**src/rtl/seq_table_walker_pkg.sv**
```systemverilog
// Shared types and helpers for the table walker: FSM state encoding,
// index-width derivation and the power-on contents of each table entry.
package seq_table_walker_pkg;

    typedef enum logic [1:0] {
        S_IDLE  = 2'd0,
        S_RUN   = 2'd1,
        S_DRAIN = 2'd2
    } state_t;

    function automatic int calc_aw(input int depth);
        return (depth > 1) ? $clog2(depth) : 1;
    endfunction

    // Entry i resets to i modulo 2^width.
    function automatic logic [31:0] init_entry(input int unsigned idx, input int unsigned width);
        return (width >= 32) ? idx : (idx & ((32'd1 << width) - 32'd1));
    endfunction

endpackage

```
**src/rtl/seq_table_mem.sv**
```systemverilog
// DEPTH x WIDTH register table: async-reset initialisation, one write port,
// one combinational read port. Out-of-range addresses never touch the array.
module seq_table_mem
    import seq_table_walker_pkg::*;
#(
    parameter int WIDTH = 6,
    parameter int DEPTH = 11,
    parameter int AW    = calc_aw(DEPTH)
) (
    input  logic             clk,
    input  logic             rst,
    input  logic             wr_en,
    input  logic [AW-1:0]    wr_addr,
    input  logic [WIDTH-1:0] wr_data,
    input  logic [AW-1:0]    rd_addr,
    output logic [WIDTH-1:0] rd_data
);

    localparam logic [AW:0] DEPTH_W = (AW+1)'(DEPTH);

    logic [WIDTH-1:0] r_mem [DEPTH];
    logic             w_wr_hit;

    assign w_wr_hit = wr_en && ({1'b0, wr_addr} < DEPTH_W);

    always_ff @(posedge clk or negedge rst) begin
        if (!rst) begin
            for (int i = 0; i < DEPTH; i++) begin
                r_mem[i] <= WIDTH'(init_entry(i, WIDTH));
            end
        end else if (w_wr_hit) begin
            r_mem[wr_addr] <= wr_data;
        end
    end

    assign rd_data = ({1'b0, rd_addr} < DEPTH_W) ? r_mem[rd_addr] : '0;

endmodule

```
**src/rtl/seq_table_walker.sv**
```systemverilog
// Table walker: a strided wrapping index steps through seq_table_mem and
// emits one (index, entry) beat per advance on a registered valid/ready slot.
module seq_table_walker
    import seq_table_walker_pkg::*;
#(
    parameter int  WIDTH = 6,
    parameter int  DEPTH = 11,
    localparam int AW    = calc_aw(DEPTH)
) (
    input  logic             clk,
    input  logic             rst,
    input  logic             start,
    input  logic             stop,
    input  logic             oneshot,
    input  logic [AW-1:0]    step,
    input  logic [AW-1:0]    limit,
    input  logic             wr_en,
    input  logic [AW-1:0]    wr_addr,
    input  logic [WIDTH-1:0] wr_data,
    output logic             out_valid,
    input  logic             out_ready,
    output logic [AW-1:0]    out_idx,
    output logic [WIDTH-1:0] out_data,
    output logic             busy,
    output logic             done,
    output state_t           dbg_state
);

    localparam logic [AW:0] LAST_W = (AW+1)'(DEPTH - 1);

    state_t           r_state;
    logic [AW-1:0]    r_idx;
    logic [AW-1:0]    r_step;
    logic [AW-1:0]    r_limit;
    logic             r_oneshot;
    logic             r_final;
    logic             r_out_valid;
    logic [AW-1:0]    r_out_idx;
    logic [WIDTH-1:0] r_out_data;
    logic             r_done;

    logic [WIDTH-1:0] w_rd_data;
    logic [AW:0]      w_sum;
    logic [AW-1:0]    w_limit_clamped;
    logic             w_slot_free;
    logic             w_last;

    seq_table_mem #(
        .WIDTH (WIDTH),
        .DEPTH (DEPTH),
        .AW    (AW)
    ) u_mem (
        .clk     (clk),
        .rst     (rst),
        .wr_en   (wr_en),
        .wr_addr (wr_addr),
        .wr_data (wr_data),
        .rd_addr (r_idx),
        .rd_data (w_rd_data)
    );

    assign w_limit_clamped = ({1'b0, limit} > LAST_W) ? LAST_W[AW-1:0] : limit;
    assign w_sum           = {1'b0, r_idx} + {1'b0, r_step};
    // A zero stride in one-shot mode would never pass the limit, so it ends the pass too.
    assign w_last          = r_oneshot && ((w_sum > {1'b0, r_limit}) || (r_step == '0));
    // Handshake: a beat transfers on any edge where out_valid & out_ready; the
    // slot holds idx/data stable while out_valid & !out_ready.
    assign w_slot_free     = !r_out_valid || out_ready;

    always_ff @(posedge clk or negedge rst) begin
        if (!rst) begin
            r_state     <= S_IDLE;
            r_idx       <= '0;
            r_step      <= '0;
            r_limit     <= '0;
            r_oneshot   <= 1'b0;
            r_final     <= 1'b0;
            r_out_valid <= 1'b0;
            r_out_idx   <= '0;
            r_out_data  <= '0;
            r_done      <= 1'b0;
        end else begin
            r_done <= 1'b0;
            if (r_out_valid && out_ready) begin
                r_out_valid <= 1'b0;
            end
            case (r_state)
                S_IDLE: begin
                    if (start && !stop) begin
                        r_step    <= step;
                        r_limit   <= w_limit_clamped;
                        r_oneshot <= oneshot;
                        r_idx     <= '0;
                        r_final   <= 1'b0;
                        r_state   <= S_RUN;
                    end
                end
                S_RUN: begin
                    if (stop) begin
                        r_state <= S_DRAIN;
                    end else if (w_slot_free) begin
                        r_out_valid <= 1'b1;
                        r_out_idx   <= r_idx;
                        r_out_data  <= w_rd_data;
                        if (w_last) begin
                            r_final <= 1'b1;
                            r_state <= S_DRAIN;
                        end else if (w_sum <= {1'b0, r_limit}) begin
                            r_idx <= w_sum[AW-1:0];
                        end else begin
                            r_idx <= '0;
                        end
                    end
                end
                S_DRAIN: begin
                    if (w_slot_free) begin
                        r_done  <= r_final && r_out_valid;
                        r_final <= 1'b0;
                        r_state <= S_IDLE;
                    end
                end
                default: r_state <= S_IDLE;
            endcase
        end
    end

    assign out_valid = r_out_valid;
    assign out_idx   = r_out_idx;
    assign out_data  = r_out_data;
    assign done      = r_done;
    assign busy      = (r_state != S_IDLE);
    assign dbg_state = r_state;

endmodule

```
**config.mk**
```make
export PLATFORM = sky130hd
export DESIGN_NAME = seq_table_walker
export DESIGN_NICKNAME = d
export VERILOG_FILES = /design/src/rtl/seq_table_walker_pkg.sv /design/src/rtl/seq_table_mem.sv /design/src/rtl/seq_table_walker.sv
export SDC_FILE = /design/constraint.sdc
export NUM_CORES = 1
export LEC_CHECK = 0
export ABC_AREA = 0
export ABC_CLOCK_PERIOD_IN_PS = 5500
export BUFFER_PORTS_ARGS = -buffer_cell sky130_fd_sc_hd__buf_2
export CAP_MARGIN = 20
export CORE_ASPECT_RATIO = 0.8
export CORE_MARGIN = 5
export CORE_UTILIZATION = 45
export CTS_CLUSTER_SIZE = 28
export DETAILED_ROUTE_END_ITERATION = 16
export PLACE_DENSITY = 0.69
export REMOVE_ABC_BUFFERS = 1
export SLEW_MARGIN = 15
export SYNTH_ARGS = -nofsm -noshare
export SYNTH_HDL_FRONTEND = slang
export SYNTH_SLANG_ARGS = --single-unit
```
**constraint.sdc**
```tcl
create_clock -name clk -period 5.5 [get_ports clk]
set_input_delay 0.55 -clock clk [delete_from_list [all_inputs] [get_ports clk]]
set_output_delay 0.55 -clock clk [all_outputs]
set_load 0.01 [all_outputs]
```
Word level (Yosys, flattened, before mapping):

Index checks and enable logic that the tools add are counted.
W data, S select, Z words.

* memories kept: 0
* register bits: 94
* logic and storage cells: 95
* bits in latches: 0
* output and inout bits: 15
* bits in read-only memories: 0
* input port bits: 25
* memory bits (writable): 0

* $mul: 0
* $lt $le $gt $ge: 8
* mux-type cells: 32
* eq/ne operators: 10
* reductions and logical operators: 20
* shifts and indexed selects: 0
* bitwise logic cells: 3
* divide/modulo/power cells: 0
* add/sub/neg operators: 1

Operators by type and width (number)
* $bwmux W66: 1
* $bmux W6 S4: 1
* $demux W6 S4: 1
* $mux W4: 6
* $mux W6: 4
* $ne A2 B2 Y1 const B: 6
* $mux W1: 11
* $ge A5 B5 Y1 const B: 2
* $mux W2: 5
* $not A4 Y5: 2
* $lt A4 B4 Y1 const B: 2
* $pmux W4 S2: 1
* $logic_and A1 B1 Y1: 6
* $ne A3 B3 Y1 const B: 2
* $pmux W2 S3: 1
* $reduce_and A6 Y1: 1
* $add A4 B4 Y5: 1
* $gt A5 B4 Y1: 1
* $le A5 B4 Y1: 1
* $lt A5 B1 Y1 const B: 1
* $reduce_and A5 Y1: 1
* $gt A4 B4 Y1 const B: 1
* $logic_not A4 Y1: 1
* $reduce_and A4 Y1: 1
* other kinds (11): 14

Longest topological paths before layout:

Gate-level depths: netlist (run 1).

* depth in word-level cells: 8
* gate-level depth with buffers: 10
* gate-level depth less buffers: 10

Cells and area by module:

A second synthesis (run 1) with hierarchy kept.

* cells, all modules: 349
* area total of the unflattened synthesis: 4674.5 µm²

By module, submodules not included
* seq_table_mem: sequential area each 1672.9 µm², area an instance 3265.6 µm², cells each 217, times used 1
* seq_table_walker: sequential area each 700.7 µm², area an instance 1408.9 µm², cells each 132, times used 1

Worst setup path after synthesis (run 1):

OpenSTA, ideal clock, no wires.

* path type: reg2reg
* start point: register r_idx[0]
* end point: register r_state[1], in the netlist dbg_state[1]
* stages on the path, launching flop included: 10
* arrival time: 2.534 ns
* buffers on the path: 0
* clock period less this slack: 2.660 ns
* setup time: 0.126 ns
* path slack: 2.840 ns
* data required time: 5.374 ns
* cells stage by stage: dfrtp_1 -> ha_1 -> fa_1 -> xor2_1 -> ha_1 -> and4b_1 -> a211oi_2 -> o211ai_1 -> and3_1 -> o31a_2

* longest elaborated chain between the ends: 6

RTL lines
* start: declaration: RTL line seq_table_walker.sv:32 `logic [AW-1:0] r_idx;`
* start signal: assignment: RTL line seq_table_walker.sv:109 `r_idx <= w_sum[AW-1:0];`
* $add A4 B4 Y5: RTL line seq_table_walker.sv:63 `assign w_sum = {1'b0, r_idx} + {1'b0, r_step};`
* $gt A5 B4 Y1: RTL line seq_table_walker.sv:65 `assign w_last = r_oneshot && ((w_sum > {1'b0, r_limit}) || (r_step == '0));`
* $logic_or A1 B1 Y1: RTL line seq_table_walker.sv:65
* $logic_and A1 B1 Y1: RTL line seq_table_walker.sv:65
* $ne A3 B3 Y1 (no line)
* $reduce_and A4 Y1 (no line)
* end signal: assignment: RTL line seq_table_walker.sv:72 `r_state <= S_IDLE;`
* end signal: assignment: RTL line seq_table_walker.sv:95 `r_state <= S_RUN;`
* end signal: assignment: RTL line seq_table_walker.sv:100 `r_state <= S_DRAIN;`
* end: declaration: RTL line seq_table_walker.sv:31 `state_t r_state;`

Every way passes these cells.
A chain may end at the register's enable or synchronous reset.

Worst setup path after layout (run 1):

* start point: register r_idx[1]
* end point: register r_state[1], in the netlist dbg_state[1]

Same word-level chain as after synthesis.

==> results summary, run 1 <==
The final setup skew is 8.99 ps. The cell type of the slowest stage on the worst timing path is sky130_fd_sc_hd__buf_4. The routed layout has around 2,800 vias. The cell leakage power is around 2.2 nW. The worst ir drop on vdd came out at 0.179 mV. The headroom to the max-slew limit is between 50 and 60%. The die width came out at 122 um.

The total routing usage reported by global routing is 16.8%. Port buffering added 39 buffers. The final standard cell utilization of the core is 52.4%. The post-route cell area came out at 5100 um^2.

The slew at the pin closest to its max-slew limit came out at 718 ps. The clock tree buffer depth is 2. In this run the power density over the cells is 482 nW/um^2. Leaving out fill and tap cells, the most frequent cell in the layout is sky130_fd_sc_hd__dfrtp_1.

The number of buffers inserted by post-CTS setup repair is 0. The initial utilization of the core area, before any placement, comes to between 40% and 50%. The die outline area is 12,200 um^2. The tree is rooted in a sky130_fd_sc_hd__clkbuf_16.

The stage delay of the slowest cell on the critical path came out at 340 ps. TritonCTS built the clock tree. In this run the cell area of the synthesized design comes to approximately 4500 um^2.

The worst path arrival time came out at 3250 ps. The maximum net fanout on the critical path came out at 23. The critical path required time came out at 5730 ps. The sum of buffers and inverters on the critical path came out at 1. The number of antenna violations at the first check in global routing came out at 0. Setup repair after global routing left no endpoint under its margin. The number of routed nets with antenna violations came out at 0. The core outline area is a little under 10,000 um^2.

The fraction of registers with async set/reset is 100%. Each instance of the synthesized netlist takes up on average 13.8 um^2. The detailed-router iteration count before antenna repair came out at 4. The count of pins over their slew limit was 0. The final period demand of the worst path is 3020 ps.

The flow ran to the end, and the final reports show no timing, DRC or antenna violations. The global-route wire length before repair came out at approximately 16 mm. The clock reaches the later pin of the worst-skew pair after 340 ps. Walking the worst path, the cells encountered are buf_4 > ha_1 > a21o_1 > a21oi_1 > xnor2_1 > ha_1 > and4b_1 > a211oi_2 > o211ai_1 > and3_1 > o31a_2. The sum of routed wire length over all layers came out at 9.30 mm. STA classifies the critical path startpoint as a flop.

The synthesis-to-layout area growth came out at 12.5%. The layout cell share with drive strength beyond 1 came out at about 47%. The net total in the final layout is 399. The congestion estimate from routability-driven global placement came to 0.832.

In the layout the commonest cells are 77 x sky130_fd_sc_hd__dfrtp_1, 72 x sky130_fd_sc_hd__mux2_2, 38 x sky130_fd_sc_hd__buf_2. The worst setup path is captured at a flop. The pin count of the biggest net entering global routing is 55.

The sequential cell area fraction in the yosys report came out at between 50% and 60%. The final count of hold timing violations is 0. The via density per instance came out at 5.47. The distinct cell type count of the synthesized netlist came out at 53. The via count of the first global-routing pass was between 2,000 and 3,000. The count of non-filler cells in the finished layout is 506. The start-to-end type of the worst setup path is flop to flop. The count of placed standard cells including taps came out at between 400 and 500. The top achievable clock speed is 331 MHz. The number of synthesized register bits came out at 94. After the first detailed-routing iteration, the DRC count stood at 161. Measured along the y axis, the die boundary spans around 100 um.

For this run, design rule violations remaining after detail routing come to 0. After floorplanning, the core was divided into 32 placement rows. The number of antenna repair diodes is 0. The worst hold path belongs to the class input pin to asynchronous set/reset pin. The detailed placement HPWL is roughly 6.6 mm. For this run, the number of Yosys warnings is 0. The setup-violating endpoint count in the final report came out at 0. The filler cells instantiated in the layout total ~820. The cell count after synthesis came out at 329.

Broken down by cell family, the worst path's largest delay share belongs to compound AO/OA/AOI/OAI gates. The clock transition at the registers of the reported paths came out at 70 ps. The reported max-cap violation count came out at 0. The final critical path takes up 54.9% of the cycle. The number of levels in the clock H-tree is 3.

The instance area after placement came out at 4820 um^2. The number of top-level pins came out at 40. The post-cts gate resize count is 0. Counting every sink on the clock net gives 94. The most used flip-flop cell after synthesis is sky130_fd_sc_hd__dfrtp_1. The sum of overflow across all layers after global routing came out at 0. Buffers inserted during clock tree synthesis total 9.

By instance count, the cell type seen most on the critical path is sky130_fd_sc_hd__ha_1. The synthesized design contains 0 enable-type register cells. Adding up every negative setup slack in the final design gives 0 ps.

The post-detailed-route wirelength per cell is 18.4 um. The number of buffers inserted by hold repair at cts came out at 0.
==> worst reg2reg max path, stage by stage, from the launching register on <==
cell,delay (ps)
sky130_fd_sc_hd__dfrtp_1,330
sky130_fd_sc_hd__buf_4,340
sky130_fd_sc_hd__ha_1,300
sky130_fd_sc_hd__a21o_1,150
sky130_fd_sc_hd__a21oi_1,170
sky130_fd_sc_hd__xnor2_1,160
sky130_fd_sc_hd__ha_1,290
sky130_fd_sc_hd__and4b_1,200
sky130_fd_sc_hd__a211oi_2,220
sky130_fd_sc_hd__o211ai_1,200
sky130_fd_sc_hd__and3_1,260
sky130_fd_sc_hd__o31a_2,280
==> metrics by stage <==
stage	setup slack, ps	total power (W)	hold slack [ps]
floorplan	2380	0.00163	254
global placement	2530	0.00186	459
detailed placement	2470	0.00190	471
CTS	2450	0.00248	200
global route	2220	0.00263	225
finish	2480	0.00246	183
==> Yosys cell counts, types with 2 or more instances <==
library cell	instances	area, um^2
sky130_fd_sc_hd__mux4_2	12	270
sky130_fd_sc_hd__a21o_1	3	22.5
sky130_fd_sc_hd__dfstp_2	17	447
sky130_fd_sc_hd__a21oi_1	6	30.0
sky130_fd_sc_hd__clkbuf_1	7	26.3
sky130_fd_sc_hd__o21ai_0	13	65.1
sky130_fd_sc_hd__buf_2	5	25.0
sky130_fd_sc_hd__nand4_1	2	12.5
sky130_fd_sc_hd__a221o_1	6	60.1
sky130_fd_sc_hd__mux2_2	72	811
sky130_fd_sc_hd__and3_1	2	12.5
sky130_fd_sc_hd__inv_1	9	33.8
sky130_fd_sc_hd__dfrtp_1	77	1930
sky130_fd_sc_hd__nor3_1	7	35.0
sky130_fd_sc_hd__ha_1	8	100
sky130_fd_sc_hd__nand3_1	3	15.0
sky130_fd_sc_hd__buf_6	2	22.5
sky130_fd_sc_hd__nor2_1	8	30.0
sky130_fd_sc_hd__nand2_1	20	75.1
sky130_fd_sc_hd__mux2i_1	16	160
sky130_fd_sc_hd__nor3_2	2	20.0
==> cell families after synthesis <==
kind of cell	after synthesis	share of synthesized area, %
AND/OR/NAND/NOR	59	7.51
adder cells (fa/ha/maj)	9	2.65
buffers and inverters	27	3.04
XOR/XNOR	2	0.387
flip-flops	94	52.4
AO/OA/AOI/OAI	38	6.65
multiplexers	100	27.4
==> final cells by class <==
class / count / area, um^2 / share of cell area (%)
sequential: 94 / 2370 / 46.6
multi-input combinational: 208 / 2020 / 39.7
clock buffer: 10 / 229 / 4.49
timing repair buffer: 42 / 220 / 4.32
tap: 136 / 170 / 3.34
clock inverter: 6 / 45.0 / 0.884
inverter: 10 / 37.5 / 0.737
==> registers in the layout (all words and copies together), names as in the netlist <==
register and count:
done 1, out_idx 4, u_mem.r_mem 66, r_final 1
out_data 6, r_idx 4, r_limit 4, r_oneshot 1
dbg_state 2, out_valid 1, r_step 4
==> final timing paths <==
kind                       startpoint               to  slack, ps  cells past startpoint
setup / recovery             r_idx[1]     dbg_state[1]       2480                     11
hold reg to reg            out_idx[3]       out_idx[3]        480                      2
setup reg to reg             r_idx[1]     dbg_state[1]       2480                     11
min in group clk              step[2]        r_step[2]        430                      2
hold / removal                    rst  u_mem.r_mem[27]        180                      1
max in group asynchronous         rst       r_limit[1]       4250                      2
==> routing by layer <==
layer / share of wire [%] / vias to the layer above / GRT usage [%]
met5: 0 / - / 0
met4: 0.91 / 0 / 3.87
met3: 3.0 / 8 / 4.60
met2: 49 / 38 / 26.7
met1: 47 / 1438 / 23.1
li1: - / 1285 / -
==> power by group <==
part / leakage, nW / switching, W / internal (W)
clock: 0.137 / 0.000269 / 0.000310
combinational: 0.931 / 0.000416 / 0.000422
sequential: 1.14 / 0.000133 / 0.000907
total: 2.21 / 0.000818 / 0.00164
(Power assumes the default switching activity.)
==> inputs of run 2 (changes only) <==
--- a/config.mk
+++ b/config.mk
@@ -6,7 +6,7 @@
 export NUM_CORES = 1
 export LEC_CHECK = 0
 export ABC_AREA = 0
-export ABC_CLOCK_PERIOD_IN_PS = 5500
+export ABC_CLOCK_PERIOD_IN_PS = 3150
 export BUFFER_PORTS_ARGS = -buffer_cell sky130_fd_sc_hd__buf_2
 export CAP_MARGIN = 20
 export CORE_ASPECT_RATIO = 0.8
==> constraint.sdc (replaced) <==
create_clock -name clk -period 3.15 [get_ports clk]
set_input_delay 0.315 -clock clk [delete_from_list [all_inputs] [get_ports clk]]
set_output_delay 0.315 -clock clk [all_outputs]
set_load 0.01 [all_outputs]
==> run 2 against run 1 <==
  * The flow now finishes with violations (negative hold slack)
  * Non-clock buffer count is 2 higher
  * First-iteration DRC count shrank 24%
  * Register-to-register slack worse by 2200 ps
  * Global-route usage decreased by 0.067 points
  * Combinational power rose by 74%
  * Fmax grew 5.8%
  * Worst setup slack got worse by 2200 ps
  * Power is 81% higher
  * Die area unchanged
  * Core utilization rose by 0.66 points
  * Count of clock-buffer cells in the layout is the same
  * Hold slack worse by 200 ps
  * Highest routed layer unchanged
==> results summary, run 2 (synthesized netlist as in run 1, its figures left out) <==
The run finished, with violations left. The final reports fail on negative hold slack. Clock tree synthesis selected as its root buffer the cell sky130_fd_sc_hd__clkbuf_16. The number of routed nets with antenna violations came out at 0. The number of top-level pins is 40. For this design, the CTS-stage hold fixing added 0 buffers. STA puts the critical path data arrival time at a little over 3000 ps. The DRC marker count from the first detailed-route iteration came out at 122. The number of antenna diodes in the final layout is 0. The post-cts gate resize count is 0. The initial core utilization is 46.6%. The stage delay of the slowest cell on the critical path is 440 ps. The cell that appears most often on the critical path is sky130_fd_sc_hd__ha_1. The via count of the first global-routing pass is 2,932. Ranked by flip-flop count, first place goes to u_mem.r_mem. At the pin with the least slew margin, the transition time is 771 ps. The count of pins over their slew limit came out at 0. Summed over all nets, the half-perimeter wirelength after detailed placement is 6.50 mm. The total via count after detailed routing is 2,737.

The H-tree generated during clock tree synthesis spans 3 levels. The count of filler cells inserted in the layout is 825. The reported max-cap violation count came out at 0. Entering global routing, the biggest net connects 51 pins. The worst setup path is captured at a flop. The number of clock sinks is 94. The top achievable clock speed is between 300 and 400 MHz. The net total in the final layout came out at 401.

Leaving out fill and tap cells, the most frequent cells in the layout are 77 x sky130_fd_sc_hd__dfrtp_1, 72 x sky130_fd_sc_hd__mux2_2, 38 x sky130_fd_sc_hd__buf_2. The clock transition at the registers of the reported paths came out at 70 ps. The global-route wire length before repair came out at 15.6 mm.

The die is 99.8 um tall. Counting both buffers and inverters, the worst setup path holds a total of 0. The sum of overflow across all layers after global routing is 0. The number of remaining DRC errors came out at 0. The clock tree from TritonCTS is done. In this run the horizontal extent of the chip is 122 um. The via density per instance came out at ~5.4. The post-layout worst setup margin is 298 ps. The final standard cell utilization of the core is between 50% and 60%. The critical path in this run is classified as flop to flop. The congestion estimate from routability-driven global placement came to 0.833. The kind of cell with the highest combined delay along the critical path is compound AO/OA/AOI/OAI gates. The sum of routed wire length over all layers is ~9.3 mm. IR analysis of the VDD net gives a maximum drop of 0.320 mV.

In this run the worst hold path is classified as input pin to asynchronous set/reset pin. Leaving out fill and tap cells, the most frequent cell in the layout is sky130_fd_sc_hd__dfrtp_1. Setup repair after global routing left no endpoint under its margin.

The detailed-router iteration count before antenna repair is 4. The final setup skew is 6.55 ps. The number of buffers inserted by post-CTS setup repair came out at 0. The kind of start point of the critical path is a flop. In this run the standard cell core region covers 9730 um^2. The synthesis-to-layout area growth came out at 13.9%. The critical path required time is 3380 ps. Counting along the longest clock path gives a buffer depth of 2.

The maximum net fanout on the critical path came out at 4. The total routing usage reported by global routing is ~17%. Counting the buffers created by CTS gives 9. The final total negative setup slack is 0 ps. The final count of hold timing violations is 11. The number of rows in the core area came out at 32. The count of buffers inserted at the top-level ports came out at 39. The number of antenna violations at the first check in global routing was 0.

The source-to-sink clock delay at the later pin of the worst-skew pair is ~350 ps. The post-route worst hold slack is -15.4 ps. The die covers 12,200 um^2. The setup slack after placement is 330 ps. The routed design could run at a clock period as short as 2850 ps. In the final routed layout, each cell accounts on average for 18.2 um. Cells with a size suffix above 1 make up 47.3% of the layout.

The slowest stage of the critical path belongs to the cell sky130_fd_sc_hd__dfrtp_1. The cell area power density is between 800 and 900 nW/um^2. The critical path goes through ha_1 > a21o_1 > a21oi_1 > xnor2_1 > ha_1 > and4b_1 > a211oi_2 > o211ai_1 > and3_1 > o31a_2. The setup-violating endpoint count in the final report is 0. The headroom to the max-slew limit came out at 48.3%. The number of flip-flops under the largest register name is 66. The part of the cycle the worst path needs came out at 90.5%. The cell leakage power came out at 2.24 nW.
-- run 2: cell type report --
cell class / count / area [um^2] / area share, %
clock buffers: 10 / 239 / 4.63
clock inverters: 6 / 83.8 / 1.62
inverters: 10 / 37.5 / 0.727
multi-input cells: 208 / 2020 / 39.2
flip-flops and latches: 94 / 2370 / 46.0
well taps: 136 / 170 / 3.30
repair buffers: 44 / 235 / 4.56
-- run 2: metrics by stage --
stage | cells | total power [W] | hold slack, ps | instance area, um^2
3_3_place_gp | 492 | 0.00324 | 370 | 4840
5_1_grt | 508 | 0.00473 | 38.3 | 5160
2_1_floorplan | 312 | 0.00285 | 19.4 | 4430
4_1_cts | 508 | 0.00448 | 4.55 | 5160
3_5_place_dp | 492 | 0.00330 | 367 | 4840
6_report | 508 | 0.00444 | -15.4 | 5160
-- run 2: path summary, 6_finish.rpt --
path                            start         endpoint  slack (ps)  cells after the start
min in group clk             limit[0]       r_limit[0]         190                      3
max reg2reg                 r_step[1]     dbg_state[1]         300                     10
min reg2reg                out_idx[1]       out_idx[1]         470                      2
max                         r_step[1]     dbg_state[1]         300                     10
min                               rst  u_mem.r_mem[57]         -20                      1
max in group asynchronous         rst  u_mem.r_mem[20]        2360                      2
-- run 2: per-layer routing --
metal,vias to the layer above,share of wire (%),track usage (%)
li1,1292,-,-
met1,1396,45,22.1
met2,38,50,27.4
met3,11,3.9,5.23
met4,0,1.0,3.44
met5,-,0,0
-- run 2: report_power, final --
group | internal, W | switching, W
Clock | 0.000715 | 0.000448
Combinational | 0.000735 | 0.000720
Sequential | 0.00159 | 0.000232
Total | 0.00304 | 0.00140
==> inputs of run 3 (changes only) <==
--- a/config.mk
+++ b/config.mk
@@ -14,6 +14,7 @@
 export CORE_UTILIZATION = 45
 export CTS_CLUSTER_SIZE = 28
 export DETAILED_ROUTE_END_ITERATION = 16
+export MAX_ROUTING_LAYER = met4
 export PLACE_DENSITY = 0.69
 export REMOVE_ABC_BUFFERS = 1
 export SLEW_MARGIN = 15
==> run 3 against run 2 <==
  * The flow still finishes with violations (negative hold slack)
  * Flip-flop and latch count stayed put
  * Clock skew hardly changed
  * Sequential power hardly changed
  * Final area stayed put
  * Wire length is 0.17% higher
  * Cell count stayed put
  * Global-route usage is 0.47 points higher
  * Via count is 0.40% higher
  * Non-clock buffer count stayed put
  * Die area stayed put
  * Fmax hardly changed
  * Hold slack worse by 5.6 ps
==> results summary, run 3 (synthesized netlist as in run 1, its figures left out) <==
The setup-violating endpoint count in the final report came out at 0. The number of buffers inserted by hold repair at cts is 0. Counting the buffers created by CTS gives 9. The core outline area came out at 9730 um^2. The most critical setup path has its startpoint at r_step[1]. The final setup skew is ~6.5 ps. The clock period could shrink to 2850 ps. Leaving out fill and tap cells, the most frequent cell in the layout is sky130_fd_sc_hd__dfrtp_1. The layout cell share with drive strength beyond 1 came out at 47.3%. The part of the cycle the worst path needs came out at 90.6%.

The checks that failed: negative hold slack. The number of routed nets with antenna violations came out at 0. The initial utilization of the core area, before any placement, comes to 46.6%.

The die boundary height came out at 99.8 um. The slew at the pin closest to its max-slew limit is 774 ps. TritonCTS built the clock tree. The most used routing layer in global routing is met2.

The most numerous cell type found on the critical path is sky130_fd_sc_hd__ha_1. The critical path goes through ha_1 > a21o_1 > a21oi_1 > xnor2_1 > ha_1 > and4b_1 > a211oi_2 > o211ai_1 > and3_1 > o31a_2. The number of top-level pins is 40. The cell type of the slowest stage on the worst timing path is sky130_fd_sc_hd__dfrtp_1. The setup path with the least slack is of type flop to flop. The worst hold path belongs to the class input pin to asynchronous set/reset pin.

For the worst setup path, the data required time is 3380 ps. Clock-pin slew was measured on the worst setup and hold paths at approximately 70 ps. The count of cells along the worst register-to-register path came out at 10. The total routing usage reported by global routing came out at 17.2%. The repair_antennas step left the layout with diodes totalling 0. Detailed routing inserted a total of 2,748 vias.

The root buffer cell chosen for the clock tree is sky130_fd_sc_hd__clkbuf_16. The global-route wire length before repair came out at between 15 and 20 mm. The net total in the final layout is approximately 400. The instance area after placement is 4840 um^2. The cell leakage power is 2.24 nW.

The register with the most flip-flops in the layout has 66 of them. The library cells used most frequently in the layout, excluding fill and tap cells, are 77 x sky130_fd_sc_hd__dfrtp_1, 72 x sky130_fd_sc_hd__mux2_2, 38 x sky130_fd_sc_hd__buf_2. The via count of the first global-routing pass is 2,932.

Buffers added to address setup during post-CTS repair amount to 0. The worst path arrival time came out at 3080 ps. The pin count of the biggest net entering global routing came out at just over 50. For this block, the initial DRC count from the detailed router was 126. The post-route worst hold slack is -21.0 ps. The number of antenna violations at the first check in global routing is 0. The met3 capacity usage during global routing is 4.38%. The clock tree synthesis step divided the H-tree into 3 levels.

The count of filler cells inserted in the layout is 825. The count of buffers inserted at the top-level ports came out at 39. The register bank with the most flops is u_mem.r_mem.

The source-to-sink clock delay at the later pin of the worst-skew pair is roughly 350 ps. Global routing consumed, on the met2 layer, 27.4% of the routing resources. Setup repair after global routing left no endpoint under its margin.

In this run, post-CTS repair resized a total of 0 instances. The worst ir drop on vdd came out at 0.323 mV. The maximum net fanout on the critical path is 4. The reported max-cap violation count is 0.

In the global route stage, met1 resource usage came out at between 20% and 30%. The final count of hold timing violations is 18. The count of pins over their slew limit was 0.

The worst reg2reg path startpoint is r_step[1]. The post-detailed-route wirelength per cell came out at 18.3 um. The final total negative setup slack came out at 0 ps.

The die outline area came out at 12,200 um^2. For this run, design rule violations remaining after detail routing come to 0. The post-route cell area is 5160 um^2. For this run, the detailed router's first-pass iteration total came to 4.

The flow ran to the end, but the final reports show violations. The routability congestion estimate from global placement is 0.845. The headroom to the max-slew limit is about half. The number of rows in the core area is 32. The floorplan step set the die width to 122 um.

The number of clock sinks is 94. The via density per instance came out at 5.41. The capturing point of the worst reg2reg path is dbg_state[1]. The cell area power density came out at around 860 nW/um^2. The detailed placement HPWL came out at 6.50 mm. In this run the deepest clock path goes through 2 buffers. The sum of routed wire length over all layers came out at between 9 and 10 mm. The top achievable clock speed came out at 351 MHz. The synthesis-to-layout area growth is 13.9%. Setup slack on the worst reg-to-reg path comes out at 300 ps. The kind of start point of the critical path is a flop. The stage delay of the slowest cell on the critical path is approximately 440 ps. Summed over all layers, the global routing overflow is 0. STA classifies the critical path endpoint as a flop.
==> run 3: how the worst max path moves through the flow <==
stage                         to  slack (ps)  cells past startpoint
floorplan           dbg_state[1]          30                     10
global placement    dbg_state[1]         410                      9
detailed placement  dbg_state[1]         330                      9
CTS                 dbg_state[1]         310                      9
global route        dbg_state[1]          90                     10
finish              dbg_state[1]         300                     10
==> run 3: area by class of cell <==
cell class,instances,area (um^2),area share (%)
clock inverters,6,83.8,1.62
multi-input cells,208,2020,39.2
well taps,136,170,3.30
inverters,10,37.5,0.727
clock buffers,10,239,4.63
flip-flops and latches,94,2370,46.0
repair buffers,44,235,4.56
==> run 3: worst max-delay path: cells and delay by family (launching register included) <==
family / cells / cell delay [ps]
AOI/OAI and AO/OA: 5 / 1070
xor gates and xnor gates: 1 / 170
and+or+nand+nor: 2 / 460
DFF: 1 / 440
adders and majority gates: 2 / 590
==> run 3: layer usage <==
| layer | routed length (um) | vias to the layer above |
|---|---|---|
| li1 | - | 1291 |
| met1 | 4240 | 1411 |
| met2 | 4620 | 39 |
| met3 | 342 | 7 |
| met4 | 81 | 0 |
| met5 | 0 | - |
==> run 3: where the power goes <==
group | internal (W) | leakage [nW] | switching, W
logic | 0.000735 | 0.941 | 0.000721
clock network | 0.000715 | 0.163 | 0.000452
registers | 0.00158 | 1.14 | 0.000233
==> run 3: per-stage QoR <==
stage / hold slack (ps) / util, % / worst slack (ps) / power, W / instances
floorplan: 19.4 / - / 33.2 / 0.00285 / 312
global placement: 370 / 49.7 / 408 / 0.00324 / 492
detailed placement: 367 / 49.7 / 330 / 0.00330 / 492
CTS: 4.55 / 53.0 / 312 / 0.00448 / 508
global route: 41.5 / 53.0 / 88.5 / 0.00473 / 508
finish: -21.0 / 53.0 / 298 / 0.00444 / 508
